$ cat src/rtl/traffic_pkg.sv
// -----------------------------------------------------------------------------
// traffic_pkg
// Shared types and constants for the two-road intersection phase scheduler.
//   phase_t   : FSM state encoding, also exported on state_code for the display
//   road_t    : which road held green most recently
//   ON / OFF  : lamp drive levels
//   TIMER_MAX : saturation value of the 4-bit seconds counter
// -----------------------------------------------------------------------------
package traffic_pkg;

  typedef enum logic [2:0] {
    GREEN_A  = 3'd0,
    YELLOW_A = 3'd1,
    RED_A    = 3'd2,
    GREEN_B  = 3'd3,
    YELLOW_B = 3'd4,
    RED_B    = 3'd5,
    WALK     = 3'd6,
    WALK_CLR = 3'd7
  } phase_t;

  typedef enum logic {
    ROAD_A = 1'b0,
    ROAD_B = 1'b1
  } road_t;

  localparam logic ON  = 1'b1;
  localparam logic OFF = 1'b0;

  localparam logic [3:0] TIMER_MAX = 4'd15;

endpackage

$ cat src/rtl/traffic_phase_timer.sv
// -----------------------------------------------------------------------------
// traffic_phase_timer
// Seconds spent in the current phase. Loading takes priority over counting, so
// a tick in the same cycle as a phase change still yields 1 on entry.
// Ports:
//   clk   in  1  system clock
//   load  in  1  force count to 1 on the next edge (phase change or reset)
//   tick  in  1  one-cycle strobe, once per second
//   count out 4  seconds in phase, saturates at 15
// -----------------------------------------------------------------------------
module traffic_phase_timer
  import traffic_pkg::*;
(
  input  logic       clk,
  input  logic       load,
  input  logic       tick,
  output logic [3:0] count
);

  logic [3:0] count_q;
  logic [3:0] count_d;

  always_comb begin
    count_d = count_q;
    if (load) begin
      count_d = 4'd1;
    end else if (tick && (count_q != TIMER_MAX)) begin
      count_d = count_q + 4'd1;
    end
  end

  always_ff @(posedge clk) begin
    count_q <= count_d;
  end

  assign count = count_q;

endmodule

$ cat src/rtl/traffic_phase_scheduler.sv
// -----------------------------------------------------------------------------
// traffic_phase_scheduler
// Actuated two-road scheduler: latches road and pedestrian calls, sequences
// green / yellow / all-red per road and an all-red WALK phase with clearance.
// Ports:
//   CLK100MHZ                 in   system clock
//   reset                     in   synchronous, active-high
//   tick                      in   1 s strobe from the shared prescaler
//   req_a, req_b, req_ped     in   cleaned request levels
//   a_green/a_yellow/a_red    out  road-A lamps
//   b_green/b_yellow/b_red    out  road-B lamps
//   walk                      out  pedestrian WALK lamp
//   phase_timer               out  seconds in current phase (1 on entry)
//   call_a, call_b, call_ped  out  latched pending calls
//   state_code                out  current phase encoding
// -----------------------------------------------------------------------------
module traffic_phase_scheduler
  import traffic_pkg::*;
#(
  parameter int MIN_GREEN = 6,
  parameter int MAX_GREEN = 9,
  parameter int YELLOW_T  = 2,
  parameter int ALL_RED_T = 2,
  parameter int WALK_T    = 5
) (
  input  logic       CLK100MHZ,
  input  logic       reset,
  input  logic       tick,
  input  logic       req_a,
  input  logic       req_b,
  input  logic       req_ped,
  output logic       a_green,
  output logic       a_yellow,
  output logic       a_red,
  output logic       b_green,
  output logic       b_yellow,
  output logic       b_red,
  output logic       walk,
  output logic [3:0] phase_timer,
  output logic       call_a,
  output logic       call_b,
  output logic       call_ped,
  output logic [2:0] state_code
);

  if (MIN_GREEN < 1 || MIN_GREEN > 15 || MAX_GREEN < MIN_GREEN || MAX_GREEN > 15 ||
      YELLOW_T < 1 || YELLOW_T > 15 || ALL_RED_T < 1 || ALL_RED_T > 15 ||
      WALK_T < 1 || WALK_T > 15) begin : g_bad_params
    $error("traffic_phase_scheduler: timing parameter out of range");
  end

  localparam logic [3:0] MIN_G   = 4'(MIN_GREEN);
  localparam logic [3:0] MAX_G   = 4'(MAX_GREEN);
  localparam logic [3:0] YEL_T   = 4'(YELLOW_T);
  localparam logic [3:0] RED_T   = 4'(ALL_RED_T);
  localparam logic [3:0] WLK_T   = 4'(WALK_T);

  phase_t     state_q, state_d;
  road_t      last_road_q, last_road_d;
  logic       call_a_q, call_a_d;
  logic       call_b_q, call_b_d;
  logic       call_ped_q, call_ped_d;
  logic [3:0] timer;
  logic       timer_load;

  // Green ends on max-out, or on gap-out once the own road has stopped asking.
  function automatic logic green_done(input logic pending, input logic own_req,
                                      input logic [3:0] t);
    return pending && ((t >= MAX_G) || ((t >= MIN_G) && !own_req));
  endfunction

  traffic_phase_timer u_timer (
    .clk   (CLK100MHZ),
    .load  (timer_load),
    .tick  (tick),
    .count (timer)
  );

  // Any phase change (including reset) restarts the seconds count at 1.
  assign timer_load = reset || (state_d != state_q);

  always_ff @(posedge CLK100MHZ) begin
    if (reset) begin
      state_q <= RED_B;
    end else begin
      state_q <= state_d;
    end
  end

  always_comb begin
    state_d = state_q;
    case (state_q)
      GREEN_A:  if (tick && green_done(call_b_q || call_ped_q, req_a, timer)) state_d = YELLOW_A;
      YELLOW_A: if (tick && (timer >= YEL_T)) state_d = RED_A;
      RED_A:    if (tick && (timer >= RED_T)) state_d = call_ped_q ? WALK : GREEN_B;
      GREEN_B:  if (tick && green_done(call_a_q || call_ped_q, req_b, timer)) state_d = YELLOW_B;
      YELLOW_B: if (tick && (timer >= YEL_T)) state_d = RED_B;
      RED_B:    if (tick && (timer >= RED_T)) state_d = call_ped_q ? WALK : GREEN_A;
      WALK:     if (tick && (timer >= WLK_T)) state_d = WALK_CLR;
      WALK_CLR: begin
        // Serve the opposing road if it is waiting, otherwise return to the
        // road that was interrupted by the pedestrian phase.
        if (tick && (timer >= RED_T)) begin
          if (last_road_q == ROAD_A) state_d = call_b_q ? GREEN_B : GREEN_A;
          else                       state_d = call_a_q ? GREEN_A : GREEN_B;
        end
      end
      default:  state_d = RED_B;
    endcase
  end

  // A call is cleared while it is being served; the clear beats a new request.
  always_comb begin
    call_a_d    = (state_q == GREEN_A) ? OFF : (call_a_q   | req_a);
    call_b_d    = (state_q == GREEN_B) ? OFF : (call_b_q   | req_b);
    call_ped_d  = (state_q == WALK)    ? OFF : (call_ped_q | req_ped);
    last_road_d = last_road_q;
    if (state_d == GREEN_A)      last_road_d = ROAD_A;
    else if (state_d == GREEN_B) last_road_d = ROAD_B;
  end

  always_ff @(posedge CLK100MHZ) begin
    if (reset) begin
      call_a_q    <= OFF;
      call_b_q    <= OFF;
      call_ped_q  <= OFF;
      last_road_q <= ROAD_B;
    end else begin
      call_a_q    <= call_a_d;
      call_b_q    <= call_b_d;
      call_ped_q  <= call_ped_d;
      last_road_q <= last_road_d;
    end
  end

  always_comb begin
    a_green  = OFF;
    a_yellow = OFF;
    b_green  = OFF;
    b_yellow = OFF;
    walk     = OFF;
    case (state_q)
      GREEN_A:  a_green  = ON;
      YELLOW_A: a_yellow = ON;
      GREEN_B:  b_green  = ON;
      YELLOW_B: b_yellow = ON;
      WALK:     walk     = ON;
      default:  ;
    endcase
    a_red = ~(a_green | a_yellow);
    b_red = ~(b_green | b_yellow);
  end

  assign phase_timer = timer;
  assign call_a      = call_a_q;
  assign call_b      = call_b_q;
  assign call_ped    = call_ped_q;
  assign state_code  = state_q;

endmodule
$ cat config.mk
export PLATFORM = sky130hd
export DESIGN_NAME = traffic_phase_scheduler
export DESIGN_NICKNAME = d
export VERILOG_FILES = /design/src/rtl/traffic_pkg.sv /design/src/rtl/traffic_phase_timer.sv /design/src/rtl/traffic_phase_scheduler.sv
export SDC_FILE = /design/constraint.sdc
export NUM_CORES = 1
export LEC_CHECK = 0
export ABC_AREA = 1
export BUFFER_PORTS_ARGS = -buffer_cell sky130_fd_sc_hd__buf_2
export CORE_MARGIN = 8
export CORE_UTILIZATION = 40
export CTS_CLUSTER_SIZE = 25
export DETAILED_ROUTE_END_ITERATION = 12
export GPL_TIMING_DRIVEN = 0
export PLACE_DENSITY = 0.69
export SLEW_MARGIN = 10
export SYNTH_ARGS = -nofsm -noshare
export SYNTH_HDL_FRONTEND = slang
export SYNTH_SLANG_ARGS = --single-unit
$ cat constraint.sdc
create_clock -name CLK100MHZ -period 1.7 [get_ports CLK100MHZ]
set_input_delay 0.17 -clock CLK100MHZ [delete_from_list [all_inputs] [get_ports CLK100MHZ]]
set_output_delay 0.17 -clock CLK100MHZ [all_outputs]
set_load 0.01 [all_outputs]
Word level (Yosys, flattened, before mapping)
Index checks and enable logic that the tools add are counted.
{ "op_classes": {"n_bitwise": 7, "mux": 21, "eq_ne": 10, "magnitude_cmp": 4, "reduce_logical": 22, "add_sub_neg": 1} }
{ "op_table": {"columns": ["operator", "n"], "rows": [
  ["$mux 3", 10],
  ["$pmux 3 s8", 1],
  ["$eq 3x3->1 const B", 4],
  ["$eq 3x2->1 const B", 3],
  ["$logic_and 1x1->1", 9],
  ["$ge 4x3->1 const B", 2],
  ["$mux 1", 7],
  ["$logic_not 3->1", 2],
  ["$mux 2", 3],
  ["$reduce_or 2->1", 3],
  ["$logic_or 1x1->1", 5],
  ["$or 1x1->1", 5],
  ["$add 4x1->4 const B", 1],
  ["$ge 4x2->1 const B", 1],
  ["$ge 4x4->1 const B", 1],
  ["$ne 4x4->1 const B", 1],
  ["$eq 3x1->1 const B", 1],
  ["$ne 3x3->1", 1],
  ["$logic_not 1->1", 2],
  ["$not 1->1", 2],
  ["$reduce_bool 2->1", 1]
]} }
{ "word_totals": {"word_cells": 71, "ff_bits": 11, "input_bits": 6, "out_inout_bits": 17} }

Depth between registers and ports, before layout
{ "logic_depth": {"ltp_word": 10, "mapped_depth": 13} }

Modules after synthesis
Synthesis repeated with hierarchy kept, for this count alone.
{ "unflattened": {"hier_cells": 143, "area_unflattened_um2": 919.6} }
{ "by_module_without_submodules": {"columns": ["mod", "area_per_inst_um2", "cells_per_inst", "seq_area_each_um2", "instances"], "rows": [
  ["traffic_phase_scheduler", 713.2, 116, 140.1, 1],
  ["traffic_phase_timer", 206.4, 27, 80.1, 1]
]} }

Worst setup path after synthesis
Ideal clock, no wire load.
{ "synth_path": {"path_type": "reg2reg", "from": "register u_timer.count_q[1] (netlist: u_timer.count[1])", "to": "register u_timer.count_q[1] (netlist: u_timer.count[1])", "setup_time_ns": 0.065, "synth_period_minus_slack_ns": 1.700, "arrival_time_ns": 1.635, "path_stages_with_launch": 14, "t_required_ns": 1.635, "n_path_buf": 0, "setup_slack_ns": 0.000, "cell_sequence": "dfxtp_1 inv_1 ha_1 inv_1 nand2_1 o21ai_0 nand2_1 nand2_1 nand2_1 nand3_2 nand2_1 nand2_1 nand4_2 nor2_1"} }
{ "synth_between": {"elab_chain_cells": 9, "elab_cells_between_ends": 28, "cone_classes": "1 x add/sub; 4 x order compare; 2 x eq/ne; 9 x mux; 12 x reduce/logical"} }
{ "synth_lines": {"columns": ["item", "line", "text"], "rows": [
  ["from (decl)", "traffic_phase_timer.sv:20", "logic [3:0] count_q;"],
  ["from (signal assigned)", "traffic_phase_timer.sv:33", "count_q <= count_d;"],
  ["$ge 4x3->1", "traffic_phase_scheduler.sv:69", "return pending && ((t >= MAX_G) || ((t >= MIN_G) && !own_req));"],
  ["$logic_and 1x1->1", "traffic_phase_scheduler.sv:69", null],
  ["$logic_or 1x1->1", "traffic_phase_scheduler.sv:69", null],
  ["$logic_and 1x1->1", "traffic_phase_scheduler.sv:69", null],
  ["$logic_and 1x1->1 (on tied branches)", "traffic_phase_scheduler.sv:96, traffic_phase_scheduler.sv:93", null],
  ["$mux 3 (on tied branches)", "traffic_phase_scheduler.sv:96, traffic_phase_scheduler.sv:93", null],
  ["$pmux 3 s8", "traffic_phase_scheduler.sv:92", "case (state_q)"],
  ["$ne 3x3->1", "traffic_phase_scheduler.sv:80", "assign timer_load = reset || (state_d != state_q);"],
  ["$logic_or 1x1->1", "traffic_phase_scheduler.sv:80", null]
]} }
Several ways; a longest one is shown, not always the timed one.
A chain may end at the register's enable or synchronous reset.

Worst setup path in the final report
{ "layout_path": {"from": "register u_timer.count_q[1] (netlist: u_timer.count[1])", "to": "register u_timer.count_q[3] (netlist: u_timer.count[3])"} }
The elaborated chain is that of the path after synthesis.

==> impl_summary.md <==
Die
The area of the core is 0.00217 sq mm. The area of the die is 0.00403 sq mm. The x dimension of the die is 63.5 um. The die outline height is 63.5 um. The effective utilization at floorplan is 41.6%. 23 I/O pins were placed. The number of rows in the core area is 17.

Detailed routing
The first detailed-routing pass took 4 iterations. In the routed layout, each cell is associated on average with a via count of 5.06. Once detail routing completed, the nets flagged for antenna violations numbered 0.

The post-detailed-route DRC marker count is 0. The DRC marker count from the first detailed-route iteration is 43. Wires add up to 2690 um. The routed layout has 1022 vias. The post-detailed-route wirelength per cell is 13.3 um.

Power and ir drop
Combinational logic is responsible for 64.7% of the overall power. The peak supply drop is 0.686 mV. In this run switching power makes up 49.4% of total power.

In this run the power density over the cells is 1410 mW/mm^2. The internal portion of the total power is 872 uW. In this run the static leakage power is 0.000626 uW. Overall power consumption after layout is estimated at 1720 uW.

Per report_power, the clock group accounts for 11.2% of the total. Of the total power, registers draw 24.1%. The switching component of the power is 851 uW.

Run
The max-capacitance violation count is 0.

STA
Timing would allow up to 0.597 GHz. In this run the tightest slew margin relative to its limit is 77.5%. After layout, the worst setup slack is 0.0244 ns. For the finished layout, the period the worst path requires is 1.68 ns. The final hold violation count is 0. The max-slew violation total from the final report came to 0.

Between clock sinks in the finished design, the worst skew comes to 0.000930 ns. In the finished design, the share of the clock period the worst path needs comes to 98.6%. The total setup violations reported at the end of the flow is 0.

The worst-margin pin slew is 0.338 ns. For the final routed database, the setup TNS stands at 0 ns. Setup repair after global routing could not meet its margin everywhere.

Worst setup path
The standard cell with the maximum stage delay on the critical path is sky130_fd_sc_hd__dfxtp_4. Counting cells, the worst reg-to-reg path comes to 13. The signal on the critical path passes through inv_4, ha_4, inv_2, nand2_2, o21ai_4, nand2_2, nand2_2, nand2_2, nand3_4, nand2_2, nand2_2, nand4_4, nor2_1. For the worst setup path, the data required time is 1.91 ns. The endpoint kind of the worst setup timing path is a register. The origin of the worst setup path is u_timer.count[1]. In this run the critical register-to-register path is captured at u_timer.count[3].

In this run the worst path has a maximum fanout of 4. The critical path class is reg -> reg. The critical path arrival is 1.89 ns. Counting stages on the worst path, the most repeated cell is sky130_fd_sc_hd__nand2_2. On the worst path, the slowest cell contributes a delay of 0.37 ns. The flop-to-flop setup slack is 0.02 ns. The nature of the critical path startpoint is a register. In this run the critical register-to-register path is launched from u_timer.count[1].

Yosys
The share of Yosys cell area claimed by the top area cell type is 24.4%. Counting instances in the post-synthesis netlist gives the leading cell types as sky130_fd_sc_hd__nand2_1, sky130_fd_sc_hd__inv_1, sky130_fd_sc_hd__nor2_1. In the synthesized netlist the dominant register cell turns out to be sky130_fd_sc_hd__dfxtp_1. In this run, synthesis inferred 0 flip-flops with an integrated enable.

The mean post-synth cell area is 6.26 sq um. The number of instances in the synthesized netlist is 144. The most used standard cell by instance count after synthesis is sky130_fd_sc_hd__nand2_1. The total of flip-flops plus latches after synthesis is 11. The number of distinct library cells after synthesis is 27.

In the post-synthesis netlist, the biggest area contributors are sky130_fd_sc_hd__dfxtp_1, sky130_fd_sc_hd__nand2_1, sky130_fd_sc_hd__inv_1, sky130_fd_sc_hd__nor2_1, sky130_fd_sc_hd__nand3_1. After synthesis, the share of flip-flops with an asynchronous set or reset is 0%. The synthesized area is 902 sq um. The share of synthesized area occupied by flip-flops and latches is 24.4%. The total number of yosys warnings is 0.

The dominant cell type by area after synthesis is sky130_fd_sc_hd__dfxtp_1. The post-synth net total is 154.

Cells and area
Cells with a size suffix above 1 make up 43.1% of the layout. The repair_antennas step left the layout with diodes totalling 0. The layout net count is 185. Once layout is complete, the cells apart from fillers number 202. The area overhead of the layout relative to synthesis is 35.1%.

The finished cells cover 0.00122 sq mm.

Clock tree
The source-to-sink clock delay at the later pin of the worst-skew pair is 0.28 ns. The TritonCTS clock tree is done. No sink is reached through more buffers than the 2 on the longest clock path. The number of clock sinks seen by CTS is 11. The tree is rooted in a sky130_fd_sc_hd__clkbuf_4. The total CTS buffers is 3. The clock transition at the registers of the reported paths is 0.08 ns. The number of H-tree levels is 1.

Global route
The number of antenna violations at the first check in global routing is 0. For this run the aggregate overflow at the end of global routing stands at 0. The global-route wire length before repair is 4040 um. In the global route stage, overall resource usage came out at 12.0%. The maximum number of pins on one net before global-route repair is 11. The via count of the first global-routing pass was 952.

Placed design
In this run, placement finished with an instance count of 194. The placed instance area is 0.00105 sq mm. In this run the tool buffered the top-level ports with 22 buffer cells.

At the placement stage, the worst setup path has a slack of -0.196 ns. The placed wire-length estimate after detailed placement is 1870 um. At the end of routability-driven placement, the weighted congestion stood at 0.887.

Worst hold path
The start point of the worst hold path is reset. In this run the worst hold path is classified as in -> reg. The endpoint with the worst hold slack is state_code[1]. The worst hold path passes through 2 cells.

Outcome
The flow ran to the end, and the final reports show no timing, DRC or antenna violations.
## flip-flops by register name, indices dropped and copies added (netlist names)
register,flops
u_timer.count,4
state_code,3
call_a,1
call_b,1
call_ped,1
last_road_q,1
## worst max-delay path, delay by kind of cell (launching register included)
family	cells	cell delay (ns)
AND/OR/NAND/NOR	9	0.78
flip-flops	1	0.37
AO/OA/AOI/OAI	1	0.19
adder cells (fa/ha/maj)	1	0.15
buffers and inverters	2	0.10
## how the worst max path moves through the flow
stage                                  end  slack, ns  cells after the start
after global routing      u_timer.count[2]      -0.07                     13
after global placement    u_timer.count[2]      -0.15                     13
final                     u_timer.count[3]       0.02                     13
after detailed placement  u_timer.count[2]      -0.20                     13
after CTS                 u_timer.count[2]       0.01                     13
after floorplan           u_timer.count[1]     0.0003                     13
## cell families (layout without fill, tap and decap cells)
family	after synthesis	count (layout)	synth area share [%]
xor+xnor	3	3	2.91
simple gates	85	85	44.0
compound gates	16	16	11.9
buf+inv	25	55	11.2
fa+ha+maj	4	4	5.55
flops	11	11	24.4
## power groups by stage
stage | logic [uW] | clock network [uW] | registers, uW
6_report | 1110 | 194 | 415
4_1_cts | 926 | 190 | 401
3_3_place_gp | 903 | 0 | 397
5_1_grt | 1230 | 207 | 420
3_5_place_dp | 916 | 0 | 400
2_1_floorplan | 666 | 0 | 413
## placed cells by master (no fill, tap or decap), types with 2 or more instances in the layout
master                      n
sky130_fd_sc_hd__nor2_2     5
sky130_fd_sc_hd__xor2_1     2
sky130_fd_sc_hd__nor3_1     2
sky130_fd_sc_hd__buf_4      5
sky130_fd_sc_hd__nand3_2    2
sky130_fd_sc_hd__o21ai_2    3
sky130_fd_sc_hd__inv_1     16
sky130_fd_sc_hd__clkbuf_4   3
sky130_fd_sc_hd__a21oi_2    3
sky130_fd_sc_hd__dfxtp_1    7
sky130_fd_sc_hd__buf_2     22
sky130_fd_sc_hd__o21ai_0    4
sky130_fd_sc_hd__nand2_1   31
sky130_fd_sc_hd__inv_4      2
sky130_fd_sc_hd__inv_2      5
sky130_fd_sc_hd__nand3_1   11
sky130_fd_sc_hd__nand2_2   11
sky130_fd_sc_hd__dfxtp_4    2
sky130_fd_sc_hd__nor2_1    17
sky130_fd_sc_hd__a21oi_1    2
sky130_fd_sc_hd__ha_4       3
sky130_fd_sc_hd__dfxtp_2    2
## metrics by stage
step	util, %	hold WS, ns
global placement	48.3	0.395
finish	56.2	0.105
CTS	49.9	0.113
detailed placement	48.3	0.401
floorplan	-	0.242
global route	56.2	0.109
## per-layer routing
metal	track usage (%)	routed length, um
met2	20.0	1320
met5	0	0
met4	6.41	70
met1	12.9	1150
met3	4.06	151
## final cells by class
type,instances,area (sq um)
Inverter,23,91.3
Fill cell,233,951
Tap cell,28,35.0
Buffer,2,15.0
Sequential cell,11,230
Multi-Input combinational cell,108,677
Timing Repair Buffer,26,144
Clock buffer,4,26.3
## repair_timing
item,in CTS,in global routing
setup buffers,0,4
hold endpoints to repair,0,0
hold buffers,0,0
resized for setup,6,29
setup endpoints to repair,5,5
pin swaps,0,12
(Power assumes the default switching activity.)
